$ cat config.mk
export PLATFORM = sky130hd
export DESIGN_NAME = pc_ctrl
export DESIGN_NICKNAME = d
export VERILOG_FILES = /design/src/rtl/jahangir_pkg.sv /design/src/rtl/pc_ctrl.sv
export SDC_FILE = /design/constraint.sdc
export NUM_CORES = 1
export LEC_CHECK = 0
export CAP_MARGIN = 20
export CORE_MARGIN = 10
export CORE_UTILIZATION = 36
export DETAILED_ROUTE_END_ITERATION = 10
export GPL_TIMING_DRIVEN = 0
export PLACE_DENSITY = 0.65
export SYNTH_ARGS = -nofsm -noshare
export SYNTH_HDL_FRONTEND = slang
export SYNTH_SLANG_ARGS = --single-unit
$ cat constraint.sdc
create_clock -name clk -period 1.6 [get_ports clk]
set_input_delay 0.16 -clock clk [delete_from_list [all_inputs] [get_ports clk]]
set_output_delay 0.16 -clock clk [all_outputs]
set_load 0.03 [all_outputs]
$ cat src/rtl/jahangir_pkg.sv
// Shared types and constants for the fetch-address controller.
// State encoding, default reset PC and an alignment helper.
package jahangir_pkg;

  typedef enum logic [1:0] {
    IDLE    = 2'd0,
    RUN     = 2'd1,
    STALL   = 2'd2,
    HOLD_BR = 2'd3
  } pc_state_e;

  localparam logic [31:0] RESET_PC_DEF = 32'h0000_0000;

  function automatic logic [31:0] align4(
    input logic [31:0] a
  );
    return {a[31:2], 2'b00};
  endfunction

endpackage

$ cat src/rtl/pc_ctrl.sv
// Fetch PC controller: reset start, stall hold, branch and
// exception redirects with a one-deep pending branch.
module pc_ctrl
  import jahangir_pkg::*;
#(
  parameter logic [31:0] RESET_PC = RESET_PC_DEF
) (
  input  logic        clk,
  input  logic        rst_n,
  input  logic [1:0]  stall_req,
  input  logic        br_valid,
  input  logic [31:0] br_target,
  input  logic        exc_valid,
  input  logic [31:0] exc_vector,
  output logic [31:0] pc,
  output logic        ce,
  output logic        flush,
  output logic        addr_err
);

  pc_state_e   state_q, state_d;
  logic [31:0] pc_q, pc_d;
  logic [31:0] pend_q, pend_d;
  logic        flush_q, flush_d;
  logic        aerr_q, aerr_d;
  logic        stall;

  assign stall = |stall_req;

  always_comb begin
    state_d = state_q;
    pc_d    = pc_q;
    pend_d  = pend_q;
    flush_d = 1'b0;
    aerr_d  = 1'b0;
    if (state_q == IDLE) begin
      state_d = RUN;
    end else if (exc_valid) begin
      pc_d    = align4(exc_vector);
      pend_d  = '0;
      flush_d = 1'b1;
      aerr_d  = |exc_vector[1:0];
      state_d = RUN;
    end else if (br_valid) begin
      aerr_d = |br_target[1:0];
      if (stall) begin
        pend_d  = align4(br_target);
        state_d = HOLD_BR;
      end else begin
        pc_d    = align4(br_target);
        pend_d  = '0;
        state_d = RUN;
      end
    end else if (state_q == HOLD_BR && !stall) begin
      pc_d    = pend_q;
      pend_d  = '0;
      state_d = RUN;
    end else if (stall) begin
      // A pending branch keeps HOLD_BR until the stall clears
      if (state_q != HOLD_BR) state_d = STALL;
    end else begin
      pc_d    = pc_q + 32'd4;
      state_d = RUN;
    end
  end

  always_ff @(posedge clk or negedge rst_n) begin
    if (!rst_n) begin
      state_q <= IDLE;
      pc_q    <= RESET_PC;
      pend_q  <= '0;
      flush_q <= 1'b0;
      aerr_q  <= 1'b0;
    end else begin
      state_q <= state_d;
      pc_q    <= pc_d;
      pend_q  <= pend_d;
      flush_q <= flush_d;
      aerr_q  <= aerr_d;
    end
  end

  assign pc       = pc_q;
  assign ce       = (state_q != IDLE);
  assign flush    = flush_q;
  assign addr_err = aerr_q;

endmodule

Yosys cells after proc, flatten, opt, wreduce, memory -nomap -nowiden
Cells that the tools add are included.
- $add $sub $neg: 1
- equal/unequal tests: 5
- muxes and demuxes: 21
- bitwise gates (word level): 1
- reductions and logical operators: 10
- operators by type and width (cell ; count):
    32-bit two-way mux ; 9
    32-bit by 3-bit adder with 32-bit output, second input constant ; 1
    2-bit two-way mux ; 7
    6-bit by 3-bit != test with 1-bit output, second input constant ; 1
    2-bit OR reduction ; 3
    1-bit two-way mux ; 5
    3-bit by 2-bit != test with 1-bit output, second input constant ; 1
    3-bit != test, second input constant ; 1
    3-bit AND reduction ; 1
    3-bit nonzero test ; 1
    2-bit == test, second input constant ; 1
    2-bit logical NOT ; 1
    2-bit != test, second input constant ; 1
    2-bit AND reduction ; 1
    2-bit nonzero test ; 1
    1-bit logical AND ; 1
    1-bit logical NOT ; 1
    1-bit inverter ; 1
- bits in registers: 68
- word-level logic and storage cells: 43

Longest topological paths before layout
- depth in word-level cells: 7
- depth in mapped cells: 7
- depth with buffers taken out: 6

Least setup slack after synthesis
Ideal clock, no wire load.
- path type: register to register
- start point: register pc_q[4] (netlist: pc[4])
- end point: register pc_q[16] (netlist: pc[16])
- library setup time: 0.065 ns
- arrival: 1.796 ns
- path slack: -0.262 ns
- cell stages (with the launch flop): 7
- buffers on the path: 1
- cells stage by stage: dfrtp_1 buf_4 and4_1 nand3_2 or4_1 a311oi_1 o22a_1
- cells in the longest elaborated chain, start to end: 5
- ends and longest elaborated chain (element ; line ; RTL):
    from (decl) ; pc_ctrl.sv:22 ; logic [31:0] pc_q, pc_d;
    from (signal assigned) ; pc_ctrl.sv:76 ; pc_q <= pc_d;
    32-bit by 3-bit adder with 32-bit output ; pc_ctrl.sv:62 ; pc_d = pc_q + 32'd4;
    32-bit two-way mux ; pc_ctrl.sv:58 ; end else if (stall) begin
    32-bit two-way mux ; pc_ctrl.sv:54 ; end else if (state_q == HOLD_BR && !stall) begin
    32-bit two-way mux ; pc_ctrl.sv:44 ; end else if (br_valid) begin
    32-bit two-way mux ; pc_ctrl.sv:38 ; end else if (exc_valid) begin
Every way passes these cells. The select of a mux whose other input is x is not followed.
A chain may end at the register's enable or synchronous reset.

Final worst setup path
- start point: register pc_q[8] (netlist: pc[8])
- end point: register pc_q[25] (netlist: pc[25])
Same word-level chain as after synthesis.

==> impl_metrics.tcl <==
set metrics [dict create \
    syn_area_per_cell_um2 9.09 \
    endpoint_kind "register" \
    worst_pin_slew_ns 0.866 \
    grt_start_max_net_pins 65 \
    yosysWarnings 0 \
    hold_violations 0 \
    power.density_nw_per_um2 855 \
    holdWs_ns 0.176 \
    critPathTopFamily "simple AND/OR/NAND/NOR gates" \
    max_freq_mhz 567 \
    ys_types 64 \
    maxCapViolations 0 \
    hp-class "in -> reg" \
    rsz0062_at_grt "yes" \
    htree_levels 3 \
    cp.required_ns 1.86 \
    first_global_vias 4351 \
    status "complete, but fails checks" \
    syn_to_final_growth_pct 59.2 \
    violations "negative setup slack" \
    crit_fanout 7 \
    critPathKind "reg -> reg" \
    relSlewSlack_pct 42.3 \
    dpl_cell_area_um2 5120 \
    finalCritPeriodShare_pct 110 \
    crit_arrival_ns 2.02 \
    grt_overflow_total 0 \
    vias 4543 \
    crit_buf_inv 2 \
    clk_pin_slew_ns 0.08 \
    clk_path_buf_depth 2 \
    path_cells "nand4_1, buf_6, nor3_4, buf_6, nand4_1, a31o_1, a32o_1" \
    port_buffers 102 \
    n_antenna_cell 0 \
    p_leak_nw 2.58 \
    cts_tree "built" \
    yosysTopAreaCell "dfrtp_1" \
    drive_gt1_share_pct 29.5 \
    antenna_found_initial 0 \
    yosys.area.top_type_share_pct 41.3 \
    track_usage_pct 19.8 \
    netlist_instances 427 \
    nets 666 \
    cts_sinks 64 \
    clk_latency_ns 0.36 \
    pin_count 105 \
    grt_pass1_wl_um 23600 \
    setup_viol 40 \
    peakVddDrop_mv 0.462 \
    dieHeight_um 124 \
    hpwl_um 11000 \
    ys_async_sr_fraction_pct 100 \
    fill_cells 928 \
    min_period_ns 1.76 \
    final_cell_area_um2 6180 \
    routed_via_density 6.17 \
    drtPass1Iterations 5 \
    syn-cell-area_um2 3880 \
    die_w_um 124 \
    clock_skew_ns 0.0133 \
    synth-seq-cells 64 \
    initial_core_util_pct 37.2 \
    cts_buffers 9 \
    synth_area_leaders "dfrtp_1, a32o_1, o21ai_0" \
    gp_congestion 0.930 \
    wl_um 16600 \
    slew_violations 0 \
    critPathMaxStageDelay_ns 0.43 \
    wl_per_cell_um 22.5 \
    core_um2 10400 \
    synth_ff_type "dfrtp_1" \
    slowest_stage "dfrtp_2" \
    drt.antenna.violating_nets 0 \
    root_buffer "clkbuf_8" \
    ys_seq_area_share_pct 41.3 \
    setup.worst_path.start_class "register" \
    total_power_mw 5.28 \
    worst_slack_ns -0.165 \
    drc 0 \
    final_util_pct 59.3 \
    rows 37 \
    timing.setup.tns_ns -2.15 \
    dieArea_um2 15300 \
    drt_iter0_markers 606 \
    synth_edf_count 0 \
]
## Yosys cell counts, drive strengths merged, types with 6 or more instances
library cell / count
nand2b: 7
a32o: 31
nand2: 39
clkbuf: 11
xor2: 7
o21ai: 31
a221oi: 16
buf: 25
o31ai: 6
nor3: 19
dfrtp: 64
a211oi: 7
nor2: 33
nand3: 19
a21oi: 16
nand4: 10
inv: 11
## stage by stage
stage	std cells	worst slack, ns
2_1_floorplan	428	-0.108
3_3_place_gp	666	-2.18
3_5_place_dp	666	-0.766
4_1_cts	710	-0.170
5_1_grt	736	-0.232
6_report	736	-0.165
## what timing repair did
| item | in CTS | in global routing |
|---|---|---|
| cloned | 0 | 4 |
| hold buffers | 1 | 0 |
| hold endpoints to repair | 64 | 0 |
| pin swaps | 9 | 33 |
| endpoints found under the setup margin | 87 | 61 |
| gates resized for setup | 83 | 84 |
| setup buffers | 27 | 23 |
## routing by layer
metal / global-route usage [%] / up-vias / part of all wire, %
met1: 25.8 / 2230 / 40
met5: 0 / - / 0
met4: 7.13 / 0 / 1.8
li1: - / 2000 / -
met3: 4.12 / 23 / 11
met2: 31.8 / 290 / 48
## cells in the final DEF, fill, tap and decap left out, types with 4 or more instances in the layout
cell type	synthesis	layout
o21ai_0	30	27
inv_1	10	9
clkdlybuf4s50_1	0	69
nand2_1	39	35
dlygate4sd2_1	0	22
clkbuf_4	0	7
o211ai_1	4	4
nand4_1	10	10
a21oi_1	16	15
nor2_4	0	5
nor3_1	17	16
clkbuf_8	0	10
buf_6	0	17
dfrtp_2	0	23
buf_2	14	6
xor2_1	7	7
nand3_1	17	14
o21ai_1	1	4
o21bai_1	5	4
a31oi_1	4	4
o31ai_1	6	4
dfrtp_1	64	41
a31o_1	4	4
a221oi_1	16	9
a32o_1	31	31
a2bb2oi_1	4	4
nor2_1	32	27
a211oi_1	7	4
a221oi_2	0	4
nand2b_1	7	7
dlymetal6s2s_1	0	7
buf_4	6	52
## cells by family (layout without fill, tap and decap cells)
group / Yosys count / count (layout) / synth area share [%]
AOI/OAI and AO/OA: 156 / 156 / 30.7
buffers and inverters: 48 / 220 / 5.68
xor gates and xnor gates: 9 / 9 / 2.03
and+or+nand+nor: 148 / 148 / 19.9
DFF: 64 / 64 / 41.3
other: 1 / 2 / 0.0967
adders and majority gates: 1 / 1 / 0.322
## power breakdown
group / switching (mW) / internal [mW]
clock: 0.695 / 0.598
sequential: 0.212 / 1.82
combinational: 1.08 / 0.882
total: 1.98 / 3.30
## sequential cells by signal (all words and copies together) (netlist names)
register  cells
addr_err      1
flush         1
state_q       2
pend_q       30
pc           30
## final cells by class
cell class              count  area, um^2  area share (%)
multi-input cells         316        2340            37.9
flip-flops and latches     64        1630            26.4
repair buffers            157        1510            24.4
plain buffers              35         305            4.94
well taps                 136         170            2.76
clock buffers              12         145            2.35
inverters                  12        57.6           0.932
clock inverters             4        22.5           0.365
## path summary, 6_finish.rpt
path | cells past startpoint | startpoint | slack, ns | to
max | 7 | pc[8]$_DFFE_PN0P_ | -0.16 | pc[25]$_DFFE_PN0P_
min | 2 | stall_req[0] | 0.18 | state_q[0]$_DFFE_PN0P_
max reg2reg | 7 | pc[8]$_DFFE_PN0P_ | -0.16 | pc[25]$_DFFE_PN0P_
min reg2reg | 2 | pend_q[29]$_DFFE_PN0P_ | 0.48 | pend_q[29]$_DFFE_PN0P_
max in group asynchronous | 2 | rst_n | 0.52 | state_q[1]$_DFFE_PN0P_
min in group asynchronous | 2 | rst_n | 0.48 | pend_q[9]$_DFFE_PN0P_
(Power assumes the default switching activity.)
